===== src/rtl/axi_wr_arbiter_2to1.sv =====
// ---------------------------------------------------------------------------
// axi_wr_arbiter_2to1
//
// Round-robin arbiter that lets two AXI4-Lite write masters share one
// write-only AXI4-Lite slave. Only one write is in flight at a time. The
// read channels do not pass through this block.
//
// Ports
//   AXI_ACLK, AXI_ARESETN          clock, asynchronous active-low reset
//   S_AW* / S_W* / S_B*            two requester ports, packed; requester n
//                                  occupies slice n of each vector
//                                  (S_BRESP: bits [2n+1:2n])
//   M_AW* / M_W* / M_B*            single master port towards the slave
//
// Flow: IDLE picks a requester (round-robin on a tie) -> XFER forwards AW and
// W, each completing independently -> RESP holds B routing until the response
// handshake. When the response handshake lands in the same cycle as the last
// AW/W handshake, RESP is skipped.
// ---------------------------------------------------------------------------
module axi_wr_arbiter_2to1 #(
    parameter int AXI_AWIDTH = 32,
    parameter int AXI_DWIDTH = 32
) (
    input  logic                        AXI_ACLK,
    input  logic                        AXI_ARESETN,

    input  logic [2*AXI_AWIDTH-1:0]     S_AWADDR,
    input  logic [1:0]                  S_AWVALID,
    output logic [1:0]                  S_AWREADY,
    input  logic [2*AXI_DWIDTH-1:0]     S_WDATA,
    input  logic [2*(AXI_DWIDTH/8)-1:0] S_WSTRB,
    input  logic [1:0]                  S_WVALID,
    output logic [1:0]                  S_WREADY,
    output logic [3:0]                  S_BRESP,
    output logic [1:0]                  S_BVALID,
    input  logic [1:0]                  S_BREADY,

    output logic [AXI_AWIDTH-1:0]       M_AWADDR,
    output logic                        M_AWVALID,
    input  logic                        M_AWREADY,
    output logic [AXI_DWIDTH-1:0]       M_WDATA,
    output logic [AXI_DWIDTH/8-1:0]     M_WSTRB,
    output logic                        M_WVALID,
    input  logic                        M_WREADY,
    input  logic [1:0]                  M_BRESP,
    input  logic                        M_BVALID,
    output logic                        M_BREADY
);

    localparam int SW = AXI_DWIDTH / 8;

    typedef enum logic [1:0] {
        IDLE = 2'd0,
        XFER = 2'd1,
        RESP = 2'd2
    } state_t;

    state_t state;
    logic   grant;       // index of the requester currently being served
    logic   last_grant;  // requester served most recently; loses the next tie
    logic   aw_done;
    logic   w_done;

    logic       in_xfer;
    logic       in_resp;
    logic       aw_hs;
    logic       w_hs;
    logic       aw_all;
    logic       w_all;
    logic       b_route;
    logic       b_hs;
    logic [1:0] req;

    // aw_all/w_all count a handshake completing this cycle, so B routing can
    // open in the same cycle as the final AW or W handshake.
    always_comb begin
        in_xfer = (state == XFER);
        in_resp = (state == RESP);
        aw_hs   = in_xfer & S_AWVALID[grant] & ~aw_done & M_AWREADY;
        w_hs    = in_xfer & S_WVALID[grant]  & ~w_done  & M_WREADY;
        aw_all  = aw_done | aw_hs;
        w_all   = w_done  | w_hs;
        b_route = in_resp | (in_xfer & aw_all & w_all);
        b_hs    = b_route & M_BVALID & S_BREADY[grant];
        req     = S_AWVALID & S_WVALID;
    end

    // Outputs depend only on registered state plus pass-through channel
    // signals. The reset state is IDLE, so every output is 0 while reset is
    // asserted.
    always_comb begin
        M_AWADDR  = '0;
        M_WDATA   = '0;
        M_WSTRB   = '0;
        M_AWVALID = 1'b0;
        M_WVALID  = 1'b0;
        M_BREADY  = 1'b0;
        S_AWREADY = 2'b00;
        S_WREADY  = 2'b00;
        S_BVALID  = 2'b00;
        S_BRESP   = 4'h0;
        if (in_xfer) begin
            M_AWADDR  = grant ? S_AWADDR[2*AXI_AWIDTH-1:AXI_AWIDTH] : S_AWADDR[AXI_AWIDTH-1:0];
            M_WDATA   = grant ? S_WDATA[2*AXI_DWIDTH-1:AXI_DWIDTH]  : S_WDATA[AXI_DWIDTH-1:0];
            M_WSTRB   = grant ? S_WSTRB[2*SW-1:SW]                  : S_WSTRB[SW-1:0];
            M_AWVALID = S_AWVALID[grant] & ~aw_done;
            M_WVALID  = S_WVALID[grant]  & ~w_done;
            S_AWREADY[grant] = M_AWREADY & ~aw_done;
            S_WREADY[grant]  = M_WREADY  & ~w_done;
        end
        if (b_route) begin
            M_BREADY        = S_BREADY[grant];
            S_BVALID[grant] = M_BVALID;
            if (grant) begin
                S_BRESP[3:2] = M_BRESP;
            end else begin
                S_BRESP[1:0] = M_BRESP;
            end
        end
    end

    // last_grant resets to 1 so requester 0 wins the first tie after reset.
    always_ff @(posedge AXI_ACLK or negedge AXI_ARESETN) begin
        if (!AXI_ARESETN) begin
            state      <= IDLE;
            grant      <= 1'b0;
            last_grant <= 1'b1;
            aw_done    <= 1'b0;
            w_done     <= 1'b0;
        end else begin
            case (state)
                IDLE: begin
                    aw_done <= 1'b0;
                    w_done  <= 1'b0;
                    if (req != 2'b00) begin
                        grant <= (req == 2'b11) ? ~last_grant : req[1];
                        state <= XFER;
                    end
                end
                XFER: begin
                    if (aw_all && w_all) begin
                        aw_done <= 1'b0;
                        w_done  <= 1'b0;
                        if (b_hs) begin
                            last_grant <= grant;
                            state      <= IDLE;
                        end else begin
                            state <= RESP;
                        end
                    end else begin
                        aw_done <= aw_all;
                        w_done  <= w_all;
                    end
                end
                RESP: begin
                    if (b_hs) begin
                        last_grant <= grant;
                        state      <= IDLE;
                    end
                end
                default: begin
                    state <= IDLE;
                end
            endcase
        end
    end

endmodule

===== config.mk =====
export PLATFORM = sky130hd
export DESIGN_NAME = axi_wr_arbiter_2to1
export DESIGN_NICKNAME = d
export VERILOG_FILES = /design/src/rtl/axi_wr_arbiter_2to1.sv
export SDC_FILE = /design/constraint.sdc
export NUM_CORES = 1
export LEC_CHECK = 0
export ABC_AREA = 1
export CORE_MARGIN = 10
export CORE_UTILIZATION = 23
export DETAILED_ROUTE_END_ITERATION = 10
export PLACE_DENSITY = 0.79
export SYNTH_ARGS = -nofsm -noshare
export SYNTH_HDL_FRONTEND = slang
export SYNTH_SLANG_ARGS = --single-unit

===== constraint.sdc =====
create_clock -name AXI_ACLK -period 1.75 [get_ports AXI_ACLK]
set_clock_uncertainty 0.05 [all_clocks]
set_input_delay 0.35 -clock AXI_ACLK [delete_from_list [all_inputs] [get_ports AXI_ACLK]]
set_output_delay 0.35 -clock AXI_ACLK [all_outputs]
set_load 0.005 [all_outputs]

==> out/qor.yml <==
slew_headroom_pct: 79.46
antenna_found_initial: 0
power.density_nw_per_um2: 1358
routed_wl_mm: 12.84
synth_fp_nets: 450
swShare_pct: 46.59
hold_path_class: "in -> async"
htree_levels: 1
violations: "negative setup slack"
worst_ir_drop_vdd_v: 0.0008242
setup_viol_count_final: 60
die_w_microns: 100.5
grt_pass1_vias: 3232
cts_buffers: 3
cp-end-kind: "primary output"
ys_types: 23
synth_top_family_by_area: "simple AND/OR/NAND/NOR gates"
ys_seq_area_share_pct: 10.15
p_int_mw: 3.488
synth_xor_area_share_pct: 0
tritoncts: "done"
synth-seq-cells: 6
switchingPower_mw: 3.042
cts_max_path_buffers: 2
diodes: 0
pwr-share-clk_pct: 3.5
initial_core_util_pct: 23.62
area_growth_pct: 222.5
drtPass1Iterations: 4
total_power_mw: 6.531
hold_viol_final: 0
fin_crit_sh_pct: 116.5
drc_errors: 0
crit_arrival_ps: 1640
ys_warn_count: 0
muxShareOfSynthArea_pct: 0
row_count: 29
comb_power_share_pct: 92.8
min_period_ps: 2038
via_per_inst: 4.899
gp_congestion: 0.8269
cts_hold_buf: 0
yosys.area_share.adder_pct: 0
preCtsSetupSlack_ps: -718.8
clockRootBuffer: "clkbuf_8"
critPathLaunchType: "register"
seqPwrFrac_pct: 3.8
boundaryPins: 230
synth-simple-area-share_pct: 54.19
cts.clk_slew.worst_paths_ps: 40
final_antenna_net_count: 0
drv_cap: 0
io_buffers: 229
fp.dieH_microns: 100.5
critPathKind: "reg -> out"
routedWlPerCell_microns: 19.72
slew_violations: 0
overflow: 0
netlist_instances: 301
core-area_sq_um: 6314
cp_max_fo: 13
grt_max_degree: 27
clock_sinks: 6
drive_gt1_share_pct: 45.47
setup_slack_ps: -288.0
layout.nets: 724
clock_latency_ps: 230
route.vias.total: 3189
grt_first_pass_wirelength_mm: 17.27
avgSynthCellArea_sq_um: 4.955
synth_compound_gate_area_share_pct: 25.08
fmaxAchievable_mhz: 490.7
rsz0062_at_grt: "yes"
dieArea_sq_um: 10110
grt.total_usage_pct: 21.21
tightest_slew_ps: 307.2
worstPathRequired_ps: 1350
p_leak_nw: 2.209
drt-initial-drc-count: 88
dp_hpwl_mm: 8.712
synth_area_sq_um: 1491
outcome: "finished with violations"
[registers in the layout, indices dropped and copies added (netlist names)]
signal      cells
aw_done         1
grant           1
last_grant      1
state           2
w_done          1
[cells in the mapped netlist]
master / instances / area, sq um
a21oi_1: 69 / 345.3
a22o_1: 1 / 8.760
buf_1: 5 / 18.77
buf_2: 6 / 30.03
buf_6: 2 / 22.52
clkbuf_1: 11 / 41.29
clkinv_2: 1 / 5.000
dfrtp_1: 5 / 125.1
dfstp_2: 1 / 26.28
inv_1: 8 / 30.03
inv_2: 1 / 3.750
inv_4: 1 / 6.260
nand2_1: 155 / 581.8
nand2_2: 2 / 12.51
nand2_4: 3 / 33.78
nand3_1: 6 / 30.03
nand3_4: 2 / 35.03
nand4_1: 1 / 6.260
nor2_1: 8 / 30.03
nor2_2: 2 / 12.51
nor3_2: 6 / 60.06
o21ai_0: 4 / 20.02
or2_2: 1 / 6.260
[routing by layer]
layer  wire length [microns]  global-route usage, %  up-vias  share of wire [%]
li1                        -                      -     1520                  -
met1                    4603                  20.63     1479                 36
met2                    6560                  39.32      178                 51
met3                    1487                  10.29       12                 12
met4                     183                  4.783        0                1.4
met5                       0                      0        -                  0
[final timing paths]
path                        startpoint          end  slack [ps]  cells past startpoint
setup reg to reg                 grant       w_done        -190                     13
min in group AXI_ACLK       last_grant   last_grant         420                      2
hold reg to reg             last_grant   last_grant         420                      2
setup / recovery                 grant  M_WDATA[17]        -290                      5
hold / removal             AXI_ARESETN      aw_done         330                      1
max in group asynchronous  AXI_ARESETN   last_grant        1030                      1
[cell type report]
type                       count  area, sq um
sequential                     6        152.6
fill                         496         1504
timing repair buffer         293         2821
multi-input combinational    260         1630
inverter                      11        63.81
clock buffer                   4        45.04
tap                           77        96.34
[cells by family after synthesis]
logic type / after synthesis
AOI/OAI and AO/OA: 74
buffers and inverters: 35
DFF: 6
and+or+nand+nor: 186
[power groups by stage]
stage               Combinational [mW]  Clock (mW)  Sequential [mW]
floorplan                         1.73           0            0.218
global placement                  4.33           0            0.236
detailed placement                4.37           0            0.240
CTS                               4.79       0.229            0.241
global route                      6.47       0.244            0.252
finish                            6.06       0.227            0.245
[placed cells by master (no fill, tap or decap), types with 2 or more instances in the layout]
master,instances
clkdlybuf4s50_1,144
nand2_1,118
buf_2,75
a21oi_2,52
buf_4,32
nand2_4,23
nand2_2,19
a21oi_1,16
buf_6,8
buf_12,8
inv_1,7
buf_16,7
clkbuf_16,7
dlygate4sd2_1,7
nor2_1,6
nand3_1,4
dfrtp_1,4
nor2_4,3
nor3_4,3
nor3_2,3
o21ai_0,3
clkbuf_8,3
nand3_4,2
nand3_2,2
clkdlybuf4s15_2,2
buf_8,2
[per-stage QoR]
stage	instances	area [sq um]	hold slack [ps]	setup TNS, ps	util, %
floorplan	301	1491	4.409	0	-
detailed placement	608	3994	414.7	-21870	63.26
global placement	608	3994	400.7	-20460	63.26
CTS	635	4161	321.7	-4482	65.91
global route	651	4810	339.4	-10660	76.18
finish	651	4810	327.2	-5543	76.18
[critical path, cell delays in order (launching register included)]
cell	delay (ps)
dfrtp_2	420
buf_4	160
bufbuf_16	280
nand2_1	70
a21oi_1	210
dlygate4sd2_1	270
[what timing repair did]
item	in CTS	in global routing
gates cloned	8	7
pin swaps	8	25
setup buffers	15	11
resized for setup	363	119
endpoints found under the setup margin	81	79
Power figures use the tool's default switching activity.
==> RTL change 1, RTL diff (same flow settings) <==
`AXI_DWIDTH`: 32 -> 40.
--- a/src/rtl/axi_wr_arbiter_2to1.sv
+++ b/src/rtl/axi_wr_arbiter_2to1.sv
@@ -20,5 +20,5 @@
 module axi_wr_arbiter_2to1 #(
     parameter int AXI_AWIDTH = 32,
-    parameter int AXI_DWIDTH = 32
+    parameter int AXI_DWIDTH = 40
 ) (
     input  logic                        AXI_ACLK,
Interface: changed (resized M_WDATA, M_WSTRB, S_WDATA and S_WSTRB); port bits go from 230 to 257. The function was not compared with the original's and may differ.
==> RTL change 1 against the original RTL <==
The flow still finishes with violations (negative setup slack). Synthesized cell count increased by 10%. Sequential cell count unchanged. Critical path depth increased by 5. First-iteration DRC count increased by 14%. Non-clock buffer count increased by 29. Design area increased by 8.4%. Synthesized area increased by 5.6%. Combinational power increased by 7.9%. Setup slack improved by 0.082 ns. Sequential power increased by 2%. Wire length increased by 13%. Core utilization increased by 1.4 points. Cell count increased by 9.1%. Total power increased by 7.3%. Critical endpoint is now S_BVALID[0].
==> RTL change 1: results (changes against the original RTL) <==
[placement]
dp_hpwl_mm = 9.69  ; was 8.71 mm
placed_area_sq_um = 4360  ; was 3990 sq um
io_buffers = 256  ; was 229
globalplace.congestion = 0.891  ; was 0.827

[route]
wl_met2_mm = 7.80  ; was 6.56 mm
avgRoutedWirePerCell_um = 20.5  ; was 19.7 um
met1Wirelength_mm = 4.88  ; was 4.60 mm
vias_per_cell = 4.89  ; was 4.90
drt_iter0_markers = 100  ; was 88
met3_length_mm = 1.53  ; was 1.49 mm

[synthesis]
synth_area_leaders = nand2_1 (41%), a21oi_1 (25%), dfrtp_1 (7.9%), nor3_2 (3.8%), clkbuf_1 (2.9%)  ; was nand2_1 (39%), a21oi_1 (23%), dfrtp_1 (8.4%), nor3_2 (4.0%), clkbuf_1 (2.8%)
synth-compound-area-share_pct = 26.6  ; was 25.1%
yosysSeqAreaShare_pct = 9.61  ; was 10.2%
synth_common_cells = nand2_1 (173), a21oi_1 (78), clkbuf_1 (12)  ; was nand2_1 (155), a21oi_1 (69), clkbuf_1 (11)
synth_fp_nets = 498  ; was 450
synth_adder_area_share_pct = 0  ; unchanged
yosysUniqueCellTypes = 20  ; was 23

[final_layout]
drive_above_1_share_pct = 47.5  ; was 45.5%
final_net_count = 798  ; was 724

[global_route]
grt_first_pass_wirelength_mm = 18.8  ; was 17.3 mm
antenna_found_initial = 0  ; unchanged
grt_usage_pct = 22.7  ; was 21.2%
grt_pass1_vias = 3395  ; was 3232
grt_max_degree = 29  ; was 27
globalRouteMet2Util_pct = 44.8  ; was 39.3%
grtUsageMet3_pct = 8.58  ; was 10.3%
grt_util_met1_pct = 21.7  ; was 20.6%

[clocking]
cts_resized = 441  ; was 363
cts_buffers = 3  ; unchanged
post-cts-setup-buffer-count = 16  ; was 15

[timing]
layout_setup_ws_ns = -0.206  ; was -0.288 ns
slew_headroom_pct = 81.3  ; was 79.5%
setup_viol = 84  ; was 60
fin_tns_setup_ns = -8.33  ; was -5.54 ns

[setup_path]
arrival_ns = 1.56  ; was 1.64 ns
path_max_fanout = 8  ; was 13

[outcome]
violations = negative setup slack  ; unchanged
outcome = finished, violations left  ; unchanged

[power_and_ir_drop]
vdd_drop_max_mv = 0.767  ; was 0.824 mV
p_leak_nw = 2.40  ; was 2.21 nW
seqPwrFrac_pct = 3.6  ; was 3.8%
pg_comb_w = 0.00654  ; was 0.00606 W
netSwitchingFraction_pct = 47.8  ; was 46.6%

[hold_path]
hp-class = primary input to asynchronous set/reset pin  ; unchanged

## RTL change 1: cells by family (layout without fill, tap and decap cells)
kind of cell	after synthesis	after routing
buffers and inverters	38	337
AOI/OAI and AO/OA	83	83
DFF	6	6
and+or+nand+nor	204	204
## RTL change 1: stage by stage
stage | worst slack, ns | total power, W | util (%) | cells
global placement | -0.713 | 0.00499 | 64.9 | 671
finish | -0.206 | 0.00701 | 77.6 | 710
floorplan | 0.125 | 0.00205 | - | 331
detailed placement | -0.754 | 0.00504 | 64.9 | 671
CTS | -0.279 | 0.00599 | 70.6 | 700
global route | -0.291 | 0.00746 | 77.6 | 710
## RTL change 1: critical path, cell delays in order, from the launching register on
cell and delay, ns:
dfrtp_2 0.45, clkinv_4 0.09, nand2_1 0.06, nand2_2 0.08, nand3_2 0.08, nand2_2 0.08
nand3_2 0.09, nand2_4 0.10, inv_8 0.05, nor3_2 0.10, buf_2 0.14
## RTL change 1: cell type report
type	instances	area [sq um]
clock buffers	4	45.0
multi-input cells	287	1790
flip-flops and latches	6	153
inverters	11	66.3
repair buffers	322	3060
fillers	498	1510
well taps	80	100
## RTL change 1: final timing paths
check,from,slack (ns),cells past startpoint,end
worst min register to register,last_grant$_DFFE_PN1P_,0.42,2,last_grant$_DFFE_PN1P_
worst max-delay path,grant$_DFFE_PN0P_,-0.21,10,S_BVALID[0]
max in group asynchronous,AXI_ARESETN,1.06,1,last_grant$_DFFE_PN1P_
worst max register to register,grant$_DFFE_PN0P_,0.30,11,last_grant$_DFFE_PN1P_
worst min-delay path,AXI_ARESETN,0.32,1,state[1]$_DFFE_PN0P_
min in group AXI_ACLK,last_grant$_DFFE_PN1P_,0.42,2,last_grant$_DFFE_PN1P_
==> RTL change 2, RTL diff (same flow settings) <==
Made on the original files. Make the reset (`AXI_ARESETN`) synchronous in one clocked block. Comments in the files are not updated.
--- a/src/rtl/axi_wr_arbiter_2to1.sv
+++ b/src/rtl/axi_wr_arbiter_2to1.sv
@@ -121,5 +121,5 @@
 
     // last_grant resets to 1 so requester 0 wins the first tie after reset.
-    always_ff @(posedge AXI_ACLK or negedge AXI_ARESETN) begin
+    always_ff @(posedge AXI_ACLK) begin
         if (!AXI_ARESETN) begin
             state      <= IDLE;
Function: differs if AXI_ARESETN is asserted again (counterexample within 4 cycles, from zero or initial values and one cycle with AXI_ARESETN low); with AXI_ARESETN held inactive, the same outputs for 10 cycles.
==> RTL change 2 against the original RTL <==
The run still ends with negative setup slack left. Cell count increased by 1.2%. Sequential cell count unchanged. Sequential share of layout area fell by 0.33 points. Setup slack improved by 0.044 ns. Design area decreased by 7.5%. Largest cell class unchanged. First-iteration DRC count up 59%. Wire length up 1.3%. Global-route usage is 1.5 points higher. Synthesized area down 3.9%. Core utilization is 1.9 points lower. Critical path depth is 6 higher.
Power is left out: it rests on default switching activity, and per cell area and clock period it moved more than threefold.
==> RTL change 2: results (changes against the original RTL) <==
[outcome]
outcome = finished, violations left  ; unchanged
violations = negative setup slack  ; unchanged

[setup_path]
cp-endpoint = S_BRESP[2]  ; was M_WDATA[17]
regToRegEndpoint = w_done$_SDFFE_PN0P_  ; was w_done$_DFFE_PN0P_
reg2reg_slack_ns = 0.02  ; was -0.19 ns
crit_family = simple AND/OR/NAND/NOR gates  ; was buffers and inverters
path_max_fanout = 7  ; was 13
crit_slowest_cell = dfxtp_4  ; was dfrtp_2
cp_slowest_stage_delay_ns = 0.39  ; was 0.42 ns
arrival_ns = 1.59  ; was 1.64 ns
crit_path_start = grant$_SDFFE_PN0P_  ; was grant$_DFFE_PN0P_
r2r_start = state[1]$_SDFFE_PN0P_  ; was grant$_DFFE_PN0P_
reg2reg_depth = 12  ; was 13

[final_layout]
largest-register = state  ; unchanged
multi_input_area_sq_um = 1440  ; was 1630 sq um
final_net_count = 735  ; was 724
drive_above_1_share_pct = 38.0  ; was 45.5%
n_fill_cell = 457  ; was 496

[placement]
dp_slack_ns = -0.711  ; was -0.719 ns
globalplace.congestion = 0.846  ; was 0.827
placed_cells = 614  ; was 608
dp_hpwl_mm = 8.74  ; was 8.71 mm
placed_area_sq_um = 3920  ; was 3990 sq um

[timing]
layout_setup_ws_ns = -0.244  ; was -0.288 ns
setup_viol = 31  ; was 60
fin_tns_setup_ns = -4.15  ; was -5.54 ns
holdWs_ns = 0.430  ; was 0.327 ns

[route]
avgRoutedWirePerCell_um = 19.7  ; about the same
vias = 3226  ; was 3189
vias_per_cell = 4.90  ; about the same
met3_length_mm = 1.26  ; was 1.49 mm
wl_met2_mm = 6.88  ; was 6.56 mm
dr.pass1.iters = 5  ; was 4
maxUsedRoutingLayer = met4  ; unchanged
met1Wirelength_mm = 4.54  ; was 4.60 mm
drt_iter0_markers = 140  ; was 88

[synthesis]
ys_async_sr_fraction_pct = 0  ; was 100%
synth_area_leaders = nand2_1 (41%), a21oi_1 (25%), dfxtp_1 (8.4%), buf_2 (4.2%), nor2_1 (3.1%)  ; was nand2_1 (39%), a21oi_1 (23%), dfrtp_1 (8.4%), nor3_2 (4.0%), clkbuf_1 (2.8%)
synth_fp_nets = 456  ; was 450
yosysUniqueCellTypes = 20  ; was 23
yosysSeqAreaShare_pct = 8.38  ; was 10.2%
synth_flop_cell = dfxtp_1  ; was dfrtp_1
syn_inst = 307  ; was 301
synth_common_cells = nand2_1 (158), a21oi_1 (71), buf_2 (12), nor2_1 (12), inv_1 (11)  ; was nand2_1 (155), a21oi_1 (69), clkbuf_1 (11)

[global_route]
globalRouteMet2Util_pct = 42.6  ; was 39.3%
grt_max_degree = 36  ; was 27
grt_util_met1_pct = 23.2  ; was 20.6%
grt_usage_pct = 22.7  ; was 21.2%
grtUsageMet3_pct = 7.40  ; was 10.3%
grt_pass1_vias = 3339  ; was 3232
grt_first_pass_wirelength_mm = 18.1  ; was 17.3 mm

[hold_path]
hp-class = register to register  ; was primary input to asynchronous set/reset pin
min_to = last_grant$_SDFFE_PN1P_

[clocking]
cts-root-buf = clkbuf_8  ; unchanged

[RTL change 2: cell types whose count changed in the layout (fill, tap and decap cells not counted), moves of 10 or more]
cell     unedited run  this run
nand2_4            23        10
buf_4              32        42
a21oi_2            52        29
buf_2              75        62
a21oi_1            16        42
nand2_1           118       132
[RTL change 2: cell families (layout without fill, tap and decap cells)]
logic type | after synthesis | in the layout | synth area share (%)
AND/OR/NAND/NOR | 190 | 190 | 54.0
AO/OA/AOI/OAI | 74 | 74 | 26.4
buffers and inverters | 37 | 314 | 11.3
flip-flops | 6 | 6 | 8.38
[RTL change 2: layout make-up]
cell class | instances | share of cell area (%)
Tap cell | 75 | 2.11
Clock buffer | 3 | 0.928
Timing Repair Buffer | 297 | 60.1
Inverter | 14 | 1.63
Multi-Input combinational cell | 264 | 32.4
Sequential cell | 6 | 2.84
[RTL change 2: what timing repair did]
item,CTS,global route
cloned,6,1
setup endpoints to repair,81,83
pin swaps,26,21
gates resized for setup,316,103
setup buffers,28,15
